## src/rtl/float_accum_seq.sv

```systemverilog
// -----------------------------------------------------------------------------
// float_accum_seq
//
// Sequential accumulator for batches of IEEE-754 single-precision operands.
// Operands arrive through a small input FIFO; the block chains them through an
// external floating-point adder one pair at a time, strictly in arrival order
// (running sum is always operand 1, the newest operand is operand 2), and
// presents the batch total when the operand tagged InLast has been folded in.
// No arithmetic is done here: all values move bit-exact between FIFO,
// accumulator, adder ports and the Sum output.
//
// Parameters
//   DEPTH    input FIFO entries, power of two, >= 2
//   TIMEOUT  cycles (counted from the issue cycle) to wait for an adder result
//
// Ports
//   Clock           rising-edge clock
//   Reset           synchronous, active-high reset
//   InData/InLast   operand and end-of-batch marker, valid with InValid
//   InValid/InReady upstream handshake; transfer when both are high
//   AddOp1/AddOp2   operands to the adder, stable from issue until result
//   AddInputValid   one-cycle issue strobe to the adder
//   AddResult/AddResultValid  adder response
//   Sum/SumValid    batch total with a one-cycle strobe; Sum holds between
//   Busy            FSM active, or FIFO / accumulator holding data
//   Error           one-cycle adder-timeout strobe
//
// Optional feature
//   FLOAT_ACCUM_TIMEOUT_EN  when defined, a watchdog bounds the wait for the
//   adder; on expiry Error pulses, the partial sum is dropped and the rest of
//   that batch (up to and including its InLast entry) is discarded. When
//   undefined the FSM waits for the adder indefinitely and Error is tied low.
// -----------------------------------------------------------------------------
module float_accum_seq #(
    parameter int DEPTH   = 4,
    parameter int TIMEOUT = 64
) (
    input  logic        Clock,
    input  logic        Reset,
    input  logic [31:0] InData,
    input  logic        InLast,
    input  logic        InValid,
    output logic        InReady,
    output logic [31:0] AddOp1,
    output logic [31:0] AddOp2,
    output logic        AddInputValid,
    input  logic [31:0] AddResult,
    input  logic        AddResultValid,
    output logic [31:0] Sum,
    output logic        SumValid,
    output logic        Busy,
    output logic        Error
);

    localparam int AW = $clog2(DEPTH);
    localparam int CW = $clog2(DEPTH + 1);
    localparam logic [CW-1:0] FULL_COUNT = CW'(DEPTH);

    // Reject configurations the pointer arithmetic and watchdog cannot support.
    generate
        if ((DEPTH < 2) || ((DEPTH & (DEPTH - 1)) != 0) || (TIMEOUT < 2)) begin : g_bad_params
            $error("float_accum_seq: DEPTH must be a power of two >= 2 and TIMEOUT >= 2");
        end
    endgenerate

    typedef enum logic [1:0] {
        ST_IDLE  = 2'd0,
        ST_ISSUE = 2'd1,
        ST_WAIT  = 2'd2,
        ST_DONE  = 2'd3
    } state_t;

    // ------------------------------------------------------------------
    // Input FIFO: entries are {last, data}
    // ------------------------------------------------------------------
    logic [32:0]   fifo_mem_q [DEPTH];
    logic [AW-1:0] wr_ptr_q, wr_ptr_d;
    logic [AW-1:0] rd_ptr_q, rd_ptr_d;
    logic [CW-1:0] count_q, count_d;
    logic          in_ready_q, in_ready_d;
    logic          push_s;
    logic          pop_s;
    logic          fifo_empty_s;
    logic [32:0]   head_s;
    logic [31:0]   head_data_s;
    logic          head_last_s;

    // ------------------------------------------------------------------
    // Control and datapath registers
    // ------------------------------------------------------------------
    state_t        state_q, state_d;
    logic [31:0]   acc_q, acc_d;
    logic          acc_valid_q, acc_valid_d;
    logic          pend_last_q, pend_last_d;
    logic [31:0]   op1_q, op1_d;
    logic [31:0]   op2_q, op2_d;
    logic          add_valid_q, add_valid_d;
    logic [31:0]   sum_q, sum_d;
    logic          sum_valid_q, sum_valid_d;
    logic          busy_q, busy_d;

`ifdef FLOAT_ACCUM_TIMEOUT_EN
    localparam int TW = $clog2(TIMEOUT + 1);
    localparam logic [TW-1:0] TMO_LAST = TW'(TIMEOUT - 1);

    logic [TW-1:0] tmo_cnt_q, tmo_cnt_d;
    logic          drop_q, drop_d;
    logic          error_q, error_d;
`endif

    // InReady is registered, so a push is only ever accepted into a free slot.
    assign push_s       = InValid && in_ready_q;
    assign fifo_empty_s = (count_q == {CW{1'b0}});
    assign head_s       = fifo_mem_q[rd_ptr_q];
    assign head_data_s  = head_s[31:0];
    assign head_last_s  = head_s[32];

    // FIFO pointer, occupancy and ready bookkeeping.
    always_comb begin
        wr_ptr_d   = wr_ptr_q;
        rd_ptr_d   = rd_ptr_q;
        count_d    = count_q;
        in_ready_d = in_ready_q;

        if (push_s) begin
            wr_ptr_d = wr_ptr_q + AW'(1);
        end else begin
            wr_ptr_d = wr_ptr_q;
        end

        if (pop_s) begin
            rd_ptr_d = rd_ptr_q + AW'(1);
        end else begin
            rd_ptr_d = rd_ptr_q;
        end

        // Simultaneous push and pop leaves the occupancy unchanged.
        case ({push_s, pop_s})
            2'b10:   count_d = count_q + CW'(1);
            2'b01:   count_d = count_q - CW'(1);
            default: count_d = count_q;
        endcase

        in_ready_d = (count_d != FULL_COUNT);
    end

    // Accumulation FSM: next state, pops and datapath register updates.
    always_comb begin
        state_d     = state_q;
        pop_s       = 1'b0;
        acc_d       = acc_q;
        acc_valid_d = acc_valid_q;
        pend_last_d = pend_last_q;
        op1_d       = op1_q;
        op2_d       = op2_q;
        add_valid_d = 1'b0;
        sum_d       = sum_q;
        sum_valid_d = 1'b0;
`ifdef FLOAT_ACCUM_TIMEOUT_EN
        tmo_cnt_d   = tmo_cnt_q;
        drop_d      = drop_q;
        error_d     = 1'b0;
`endif

        case (state_q)
            ST_IDLE: begin
                if (fifo_empty_s) begin
                    state_d = ST_IDLE;
                end
`ifdef FLOAT_ACCUM_TIMEOUT_EN
                // Flushing the remainder of a batch whose add timed out.
                else if (drop_q) begin
                    pop_s = 1'b1;
                    if (head_last_s) begin
                        drop_d = 1'b0;
                    end else begin
                        drop_d = 1'b1;
                    end
                    state_d = ST_IDLE;
                end
`endif
                // First operand of a batch seeds the accumulator directly.
                else if (!acc_valid_q) begin
                    pop_s       = 1'b1;
                    acc_d       = head_data_s;
                    acc_valid_d = 1'b1;
                    if (head_last_s) begin
                        state_d = ST_DONE;
                    end else begin
                        state_d = ST_IDLE;
                    end
                end else begin
                    // Running sum is operand 1, newest operand is operand 2.
                    pop_s       = 1'b1;
                    op1_d       = acc_q;
                    op2_d       = head_data_s;
                    pend_last_d = head_last_s;
                    add_valid_d = 1'b1;
                    state_d     = ST_ISSUE;
                end
            end

            ST_ISSUE: begin
                // Any AddResultValid seen here belongs to nothing we issued.
                state_d = ST_WAIT;
`ifdef FLOAT_ACCUM_TIMEOUT_EN
                tmo_cnt_d = TW'(1);
`endif
            end

            ST_WAIT: begin
                if (AddResultValid) begin
                    acc_d = AddResult;
`ifdef FLOAT_ACCUM_TIMEOUT_EN
                    tmo_cnt_d = {TW{1'b0}};
`endif
                    if (pend_last_q) begin
                        state_d = ST_DONE;
                    end else begin
                        state_d = ST_IDLE;
                    end
                end
`ifdef FLOAT_ACCUM_TIMEOUT_EN
                // Counter equals cycles since issue; expiring here makes the
                // registered Error land exactly TIMEOUT cycles after issue.
                else if (tmo_cnt_q == TMO_LAST) begin
                    error_d     = 1'b1;
                    acc_valid_d = 1'b0;
                    drop_d      = ~pend_last_q;
                    tmo_cnt_d   = {TW{1'b0}};
                    state_d     = ST_IDLE;
                end else begin
                    tmo_cnt_d = tmo_cnt_q + TW'(1);
                    state_d   = ST_WAIT;
                end
`else
                else begin
                    state_d = ST_WAIT;
                end
`endif
            end

            ST_DONE: begin
                sum_d       = acc_q;
                sum_valid_d = 1'b1;
                acc_valid_d = 1'b0;
                state_d     = ST_IDLE;
            end

            default: begin
                state_d     = ST_IDLE;
                acc_valid_d = 1'b0;
            end
        endcase
    end

    // Busy reflects the state and storage the block will hold next cycle.
    always_comb begin
        busy_d = (state_d != ST_IDLE) || (count_d != {CW{1'b0}}) || acc_valid_d;
    end

    // FIFO storage; contents are don't-care while pointers mark them empty.
    always_ff @(posedge Clock) begin
        if (push_s) begin
            fifo_mem_q[wr_ptr_q] <= {InLast, InData};
        end
    end

    // Control/datapath state registers with synchronous reset.
    always_ff @(posedge Clock) begin
        if (Reset) begin
            wr_ptr_q    <= {AW{1'b0}};
            rd_ptr_q    <= {AW{1'b0}};
            count_q     <= {CW{1'b0}};
            in_ready_q  <= 1'b1;
            state_q     <= ST_IDLE;
            acc_q       <= 32'h0000_0000;
            acc_valid_q <= 1'b0;
            pend_last_q <= 1'b0;
            op1_q       <= 32'h0000_0000;
            op2_q       <= 32'h0000_0000;
            add_valid_q <= 1'b0;
            sum_q       <= 32'h0000_0000;
            sum_valid_q <= 1'b0;
            busy_q      <= 1'b0;
`ifdef FLOAT_ACCUM_TIMEOUT_EN
            tmo_cnt_q   <= {TW{1'b0}};
            drop_q      <= 1'b0;
            error_q     <= 1'b0;
`endif
        end else begin
            wr_ptr_q    <= wr_ptr_d;
            rd_ptr_q    <= rd_ptr_d;
            count_q     <= count_d;
            in_ready_q  <= in_ready_d;
            state_q     <= state_d;
            acc_q       <= acc_d;
            acc_valid_q <= acc_valid_d;
            pend_last_q <= pend_last_d;
            op1_q       <= op1_d;
            op2_q       <= op2_d;
            add_valid_q <= add_valid_d;
            sum_q       <= sum_d;
            sum_valid_q <= sum_valid_d;
            busy_q      <= busy_d;
`ifdef FLOAT_ACCUM_TIMEOUT_EN
            tmo_cnt_q   <= tmo_cnt_d;
            drop_q      <= drop_d;
            error_q     <= error_d;
`endif
        end
    end

    assign InReady       = in_ready_q;
    assign AddOp1        = op1_q;
    assign AddOp2        = op2_q;
    assign AddInputValid = add_valid_q;
    assign Sum           = sum_q;
    assign SumValid      = sum_valid_q;
    assign Busy          = busy_q;
`ifdef FLOAT_ACCUM_TIMEOUT_EN
    assign Error         = error_q;
`else
    assign Error         = 1'b0;
`endif

endmodule

```

## config.mk

```make
export PLATFORM = sky130hd
export DESIGN_NAME = float_accum_seq
export DESIGN_NICKNAME = d
export VERILOG_FILES = /design/src/rtl/float_accum_seq.sv
export SDC_FILE = /design/constraint.sdc
export NUM_CORES = 1
export LEC_CHECK = 0
export ABC_AREA = 1
export CAP_MARGIN = 30
export CELL_PAD_IN_SITES_DETAIL_PLACEMENT = 1
export CELL_PAD_IN_SITES_GLOBAL_PLACEMENT = 1
export CORE_MARGIN = 2
export CORE_UTILIZATION = 40
export CTS_BUF_LIST = sky130_fd_sc_hd__clkbuf_16
export DETAILED_ROUTE_END_ITERATION = 16
export PLACE_DENSITY_LB_ADDON = 0.1
export RECOVER_POWER = 100
export SYNTH_ARGS = -nofsm -noshare
export SYNTH_HDL_FRONTEND = slang
export SYNTH_SLANG_ARGS = --single-unit
export TNS_END_PERCENT = 10
```

## constraint.sdc

```tcl
create_clock -name Clock -period 6.2 [get_ports Clock]
set_input_delay 0.93 -clock Clock [delete_from_list [all_inputs] [get_ports Clock]]
set_output_delay 0.93 -clock Clock [all_outputs]
set_load 0.02 [all_outputs]
```

==> results of run 1 <==
cell usage in the layout, fill, tap and decap left out, types with 2 or more instances in the layout:
| cell | netlist | routed |
|---|---|---|
| a21oi_1 | 76 | 76 |
| buf_4 | 12 | 8 |
| clkbuf_1 | 28 | 5 |
| clkbuf_16 | 0 | 29 |
| clkdlybuf4s50_1 | 0 | 33 |
| clkinv_1 | 0 | 7 |
| clkinv_2 | 0 | 3 |
| clkinvlp_4 | 0 | 2 |
| dfxtp_1 | 145 | 144 |
| dlygate4sd3_1 | 0 | 135 |
| edfxtp_1 | 132 | 132 |
| ha_1 | 10 | 9 |
| inv_1 | 25 | 31 |
| inv_2 | 3 | 7 |
| nand2_1 | 278 | 278 |
| nand3_1 | 71 | 71 |
| nand4_1 | 2 | 2 |
| nor2_1 | 139 | 136 |
| nor2_4 | 1 | 4 |
| o21ai_0 | 103 | 103 |
| o21ai_1 | 32 | 32 |
per-layer routing:
metal / up-vias / GRT usage / share of wire
li1: 3952 / - / -
met1: 3858 / 0.287 / 0.48
met2: 153 / 0.330 / 0.46
met3: 33 / 0.0315 / 0.039
met4: 0 / 0.0401 / 0.014
met5: - / 0 / 0
critical path: cells and delay by family:
kind | cells | cell delay [ns]
buf+inv | 5 | 3.14
compound gates | 1 | 0.14
simple gates | 2 | 0.26
sequential cells by signal, indices dropped and copies added, names as in the netlist, named ones only:
| name | cells |
|---|---|
| InReady | 1 |
| fifo_mem_q | 132 |
| Sum | 32 |
| wr_ptr_q | 2 |
| acc_valid_q | 1 |
| SumValid | 1 |
| pend_last_q | 1 |
| rd_ptr_q | 2 |
| AddInputValid | 1 |
| AddOp2 | 32 |
| AddOp1 | 32 |
| Busy | 1 |
| acc_q | 32 |
| count_q | 3 |
| state_q | 2 |
path summary, 6_finish.rpt:
check,startpoint,endpoint,slack [ns],depth (start not counted)
max,Reset,Busy,2.07,8
min,rd_ptr_q[1],flip-flop,0.48,2
max reg2reg,state_q[0],AddOp1[0],2.14,8
min reg2reg,rd_ptr_q[1],flip-flop,0.48,2
logic make-up (layout without fill, tap and decap cells):
family	Yosys count	in the layout	synth area share
fa+ha+maj	11	11	0.0138
flops	277	277	0.651
xor+xnor	1	1	0.000830
compound gates	213	213	0.103
buf+inv	98	263	0.0453
other cells	1	1	0.000355
simple gates	494	494	0.186
layout make-up:
class,instances,area (sq um)
Inverter,29,111
Clock buffer,29,726
Multi-Input combinational cell,720,3230
Tap cell,335,419
Timing Repair Buffer,182,1780
Sequential cell,277,6870
Clock inverter,23,124
Fill cell,2911,12700
power groups by stage:
stage | clock [mW] | sequential [mW] | combinational, mW
after floorplan | 0 | 2.58 | 1.17
after global placement | 0 | 2.44 | 2.02
after detailed placement | 0 | 2.44 | 2.08
after CTS | 1.61 | 2.41 | 2.08
after global routing | 1.68 | 2.45 | 2.22
final | 1.57 | 2.41 | 1.99
stage by stage:
step / util / hold slack, ns / cell area (sq um) / power, mW / cells
after CTS: 0.511 / 0.482 / 13300 / 6.10 / 1595
after global placement: 0.478 / 0.453 / 12400 / 4.46 / 1542
after detailed placement: 0.479 / 0.472 / 12400 / 4.52 / 1543
final: 0.510 / 0.478 / 13300 / 5.96 / 1595
after floorplan: - / 0.436 / 10500 / 3.75 / 1095
after global routing: 0.510 / 0.512 / 13300 / 6.35 / 1595
==> flow_metrics.py, run 1 <==
metrics = {
    "global_routing": {
        "grt_usage": 0.202,
        "grt_antenna_before_repair": 1,
        "grt_max_degree": 72,
        "grt_pass1_vias": 7949,
        "grt_pass1_wl_mm": 44.9,
        "overflow": 0,
    },
    "clocking": {
        "cts_setup_buffers": 0,
        "clock_latency_ns": 0.54,
        "numCtsBuffers": 29,
        "clk_path_buf_depth": 3,
        "hold_buffers": 0,
        "cts_resized": 0,
        "cts_sinks": 277,
        "cts_tree": "yes",
        "cts-root-buf": "clkbuf_16",
        "cts.clk_slew.worst_paths_ns": 0.06,
        "htreeDepth": 1,
    },
    "power": {
        "power_per_cell_area_mw_per_mm2": 450,
        "leakagePower_nw": 5.51,
        "switchingPower_mw": 2.20,
        "vdd_drop_max_mv": 0.261,
        "switching_share": 0.368,
        "combinationalPowerShare": 0.333,
        "p_int_mw": 3.77,
        "pwr-share-clk": 0.263,
        "seqPwrFrac": 0.404,
    },
    "floorplanning": {
        "fp.dieW_um": 166,
        "ios": 170,
        "start_util": 0.406,
        "std_cell_rows": 59,
        "dieArea_sq_mm": 0.0277,
        "coreArea_sq_mm": 0.0260,
        "die_y_um": 166,
    },
    "timing": {
        "min_period_ns": 4.13,
        "drv_slew": 214,
        "fmax_ghz": 0.242,
        "finalCritPeriodShare": 0.666,
        "clock-skew-final_ns": 0.00834,
        "finalHoldViolCount": 0,
        "worst_pin_slew_ns": 2.32,
        "finalSetupViolCount": 0,
        "fin_setup_tns_ns": 0,
        "fin_ws_ns": 2.07,
        "max_slew_margin": -0.553,
        "rsz0062_at_grt": "false",
    },
    "yosys": {
        "synth_cell_types": 27,
        "synth_fp_nets": 1175,
        "synth-edff-count": 132,
        "ys_top_cells_by_area": "edfxtp_1 38%, dfxtp_1 28%, nand2_1 9.9%",
        "yosysTopAreaCell": "edfxtp_1",
        "syn-instance-count": 1095,
        "synth.top_cell.area_share": 0.376,
        "ys_seq_area_frac": 0.651,
        "yosys_warnings": 0,
        "synth_ff_type": "dfxtp_1",
        "synth_seq_cells": 277,
        "syn_avg_cell_area_sq_um": 9.63,
        "synth.top_cells.by_count": "278 x nand2_1, 145 x dfxtp_1, 139 x nor2_1",
        "synthArstFlopShare": 0,
        "yosysMostFrequentCell": "nand2_1",
        "synth_area_sq_mm": 0.0105,
    },
    "drt": {
        "firstDrtPassIters": 4,
        "final_antenna_net_count": 0,
        "drc": 0,
        "num_vias": 7996,
        "wl_per_cell_um": 17.7,
        "drt_iter0_markers": 556,
        "totalWireLength_mm": 28.3,
        "drt-vias-per-instance": 5.01,
    },
    "critical_path": {
        "cp-start-kind": "primary input",
        "cp-end-kind": "flip-flop",
        "critPathMaxFanout": 71,
        "critical-path-max-stage-delay_ns": 1.37,
        "critPathKind": "in -> reg",
        "slowest_stage": "clkbuf_1",
        "crit_path_cell_trace": "dlygate4sd3_1 -> clkbuf_1 -> inv_2 -> buf_4 -> nand2_1 -> inv_1 -> a21oi_1 -> nand3_1",
        "crit_required_ns": 6.61,
        "arrival_ns": 4.54,
    },
    "worst_hold_path": {
        "worstHoldPathType": "reg -> reg",
    },
    "placement": {
        "place.gp.congestion": 0.797,
        "pre_cts_ws_ns": 2.99,
        "post-dp-hpwl_mm": 18.5,
        "portBuffers": 168,
    },
    "layout": {
        "synthToLayoutAreaGrowth_pct": 25.7,
        "drive_gt1_frac": 0.0484,
        "nets": 1319,
        "insertedDiodeCount": 0,
    },
    "outcome": {
        "status": "finished, violations left",
        "violations": "capacitance limit, slew limit",
    },
    "run": {
        "max-cap-violations": 6,
    },
}
No activity file was read; power rests on OpenSTA's default activity.
==> inputs of run 2 (changes only) <==
clock period = 3.92 ns   (was 6.2 ns; I/O delays follow)
==> run 2 against run 1 <==
Net effect:
- the run still ends with capacitance limit, slew limit left
- core utilization about the same
- setup slack worse by 1.2 ns
- cell count hardly changed
- flip-flop and latch count unchanged
- sequential power is 58% higher
==> flow_metrics.py, run 2 (synthesized netlist as in run 1, its figures left out) <==
metrics = {
    "outcome": {
        "status": "finished, violations left",
        "violations": "capacitance limit, slew limit",
    },
    "global_routing": {
        "grt_usage": 0.203,
        "grt_use_met3": 0.0300,
        "grt_pass1_vias": 7910,
        "overflow": 0,
        "use_met2": 0.335,
        "grt_most_used_layer": "met2",
        "grt_antenna_before_repair": 0,
        "grt_pass1_wl_mm": 45.1,
        "grtUsageMet1": 0.286,
        "grt_max_degree": 70,
    },
    "timing": {
        "worst_pin_slew_ns": 2.19,
        "finalSetupViolCount": 0,
        "drv_slew": 102,
        "finalHoldViolCount": 0,
        "rsz0062_at_grt": "false",
        "holdWs_ns": 0.488,
        "max_slew_margin": -0.460,
        "finalCritPeriodShare": 0.775,
        "min_period_ns": 3.04,
        "fin_setup_tns_ns": 0,
        "clock-skew-final_ns": 0.0117,
        "fmax_ghz": 0.329,
    },
    "critical_path": {
        "reg2reg_to": "Sum[20]",
        "slowest_stage": "clkbuf_1",
        "crit_end": "fifo_mem_q[0][18]",
        "critPathKind": "in -> reg",
        "crit_required_ns": 4.05,
        "ff2ff_setup_slack_ns": 0.89,
        "crit_path_cell_trace": "dlygate4sd3_1 -> nand2_1 -> nor2_4 -> clkbuf_1",
        "cp-end-kind": "flip-flop",
        "arrival_ns": 3.16,
        "cp-start-kind": "primary input",
        "critical-path-max-stage-delay_ns": 1.57,
        "reg2regPathDepth": 6,
        "r2r-start": "state_q[0]",
        "critPathMaxFanout": 33,
        "critPathLaunch": "InValid",
    },
    "layout": {
        "drive_gt1_frac": 0.0453,
        "synthToLayoutAreaGrowth_pct": 25.8,
        "final_cell_mix": "278 x nand2_1, 144 x dfxtp_1, 136 x nor2_1",
        "nets": 1320,
        "stdcell_count": 1594,
        "largest_register": "fifo_mem_q",
        "fillers": 2936,
        "final_common_cell": "nand2_1",
        "largest_reg_flops": 132,
        "insertedDiodeCount": 0,
    },
    "clocking": {
        "htreeDepth": 1,
        "cts.clk_slew.worst_paths_ns": 0.06,
        "clock_latency_ns": 0.55,
        "hold_buffers": 0,
        "clk_path_buf_depth": 3,
        "cts-root-buf": "clkbuf_16",
        "cts_resized": 0,
        "cts_sinks": 277,
        "cts_setup_buffers": 0,
        "numCtsBuffers": 30,
        "cts_tree": "yes",
    },
    "worst_hold_path": {
        "worstHoldPathCells": 2,
        "worstHoldPathType": "reg -> reg",
    },
    "drt": {
        "drt-vias-per-instance": 4.97,
        "drc": 0,
        "totalWireLength_mm": 28.3,
        "num_vias": 7925,
        "wl_per_cell_um": 17.7,
        "drt_iter0_markers": 492,
        "firstDrtPassIters": 5,
        "final_antenna_net_count": 0,
    },
    "placement": {
        "portBuffers": 168,
        "dp.cells": 1543,
        "post-dp-hpwl_mm": 18.6,
        "place.gp.congestion": 0.755,
    },
    "floorplanning": {
        "std_cell_rows": 59,
        "die_y_um": 166,
        "dieArea_sq_mm": 0.0277,
        "fp.dieW_um": 166,
        "coreArea_sq_mm": 0.0260,
        "ios": 170,
        "start_util": 0.406,
    },
    "power": {
        "leakagePower_nw": 5.53,
        "power_per_cell_area_mw_per_mm2": 712,
        "vdd_drop_max_mv": 0.428,
    },
    "run": {
        "max-cap-violations": 4,
    },
}
-- run 2: cell types whose count changed in the layout (fill, tap and decap cells not counted), moves of 2 or more --
cell | before | now
clkbuf_2 | 0 | 3
inv_1 | 31 | 36
buf_4 | 8 | 6
clkinv_1 | 7 | 5
inv_2 | 7 | 3
-- run 2: how the worst min path moves through the flow --
stage                startpoint           to  slack [ns]
floorplan           rd_ptr_q[1]    flip-flop        0.44
global placement    rd_ptr_q[0]  rd_ptr_q[0]        0.46
detailed placement    acc_q[11]    acc_q[11]        0.47
CTS                   acc_q[24]    acc_q[24]        0.49
global route           acc_q[0]     acc_q[0]        0.51
finish                acc_q[12]    acc_q[12]        0.49
-- run 2: power breakdown --
part / switching (mW) / internal (mW)
Sequential: 0.254 / 3.56
Combinational: 2.12 / 0.996
Clock: 1.09 / 1.44
-- run 2: per-layer routing --
metal	up-vias	routed length (um)
met5	-	0
met4	0	451
met3	35	1100
met2	164	13300
met1	3777	13400
li1	3949	-
-- run 2: worst max-delay path: cells and delay by family --
family	cells	cell delay, ns
and+or+nand+nor	2	0.45
buffers and inverters	2	2.09
-- run 2: stage by stage --
step | utilization | setup slack, ns | power [mW] | area, sq um
finish | 0.511 | 0.882 | 9.45 | 13300
global placement | 0.478 | 1.05 | 7.05 | 12400
floorplan | - | 1.33 | 5.94 | 10500
CTS | 0.513 | 1.45 | 9.69 | 13300
detailed placement | 0.479 | 0.972 | 7.13 | 12400
global route | 0.511 | 0.634 | 10.1 | 13300
-- run 2: area by class of cell --
| class | instances | area [sq um] | area share |
|---|---|---|---|
| inverter | 29 | 111 | 0.00839 |
| sequential | 277 | 6870 | 0.518 |
| clock inverter | 21 | 124 | 0.00934 |
| timing repair buffer | 182 | 1780 | 0.134 |
| tap | 335 | 419 | 0.0316 |
| clock buffer | 30 | 751 | 0.0566 |
| multi-input combinational | 720 | 3220 | 0.243 |
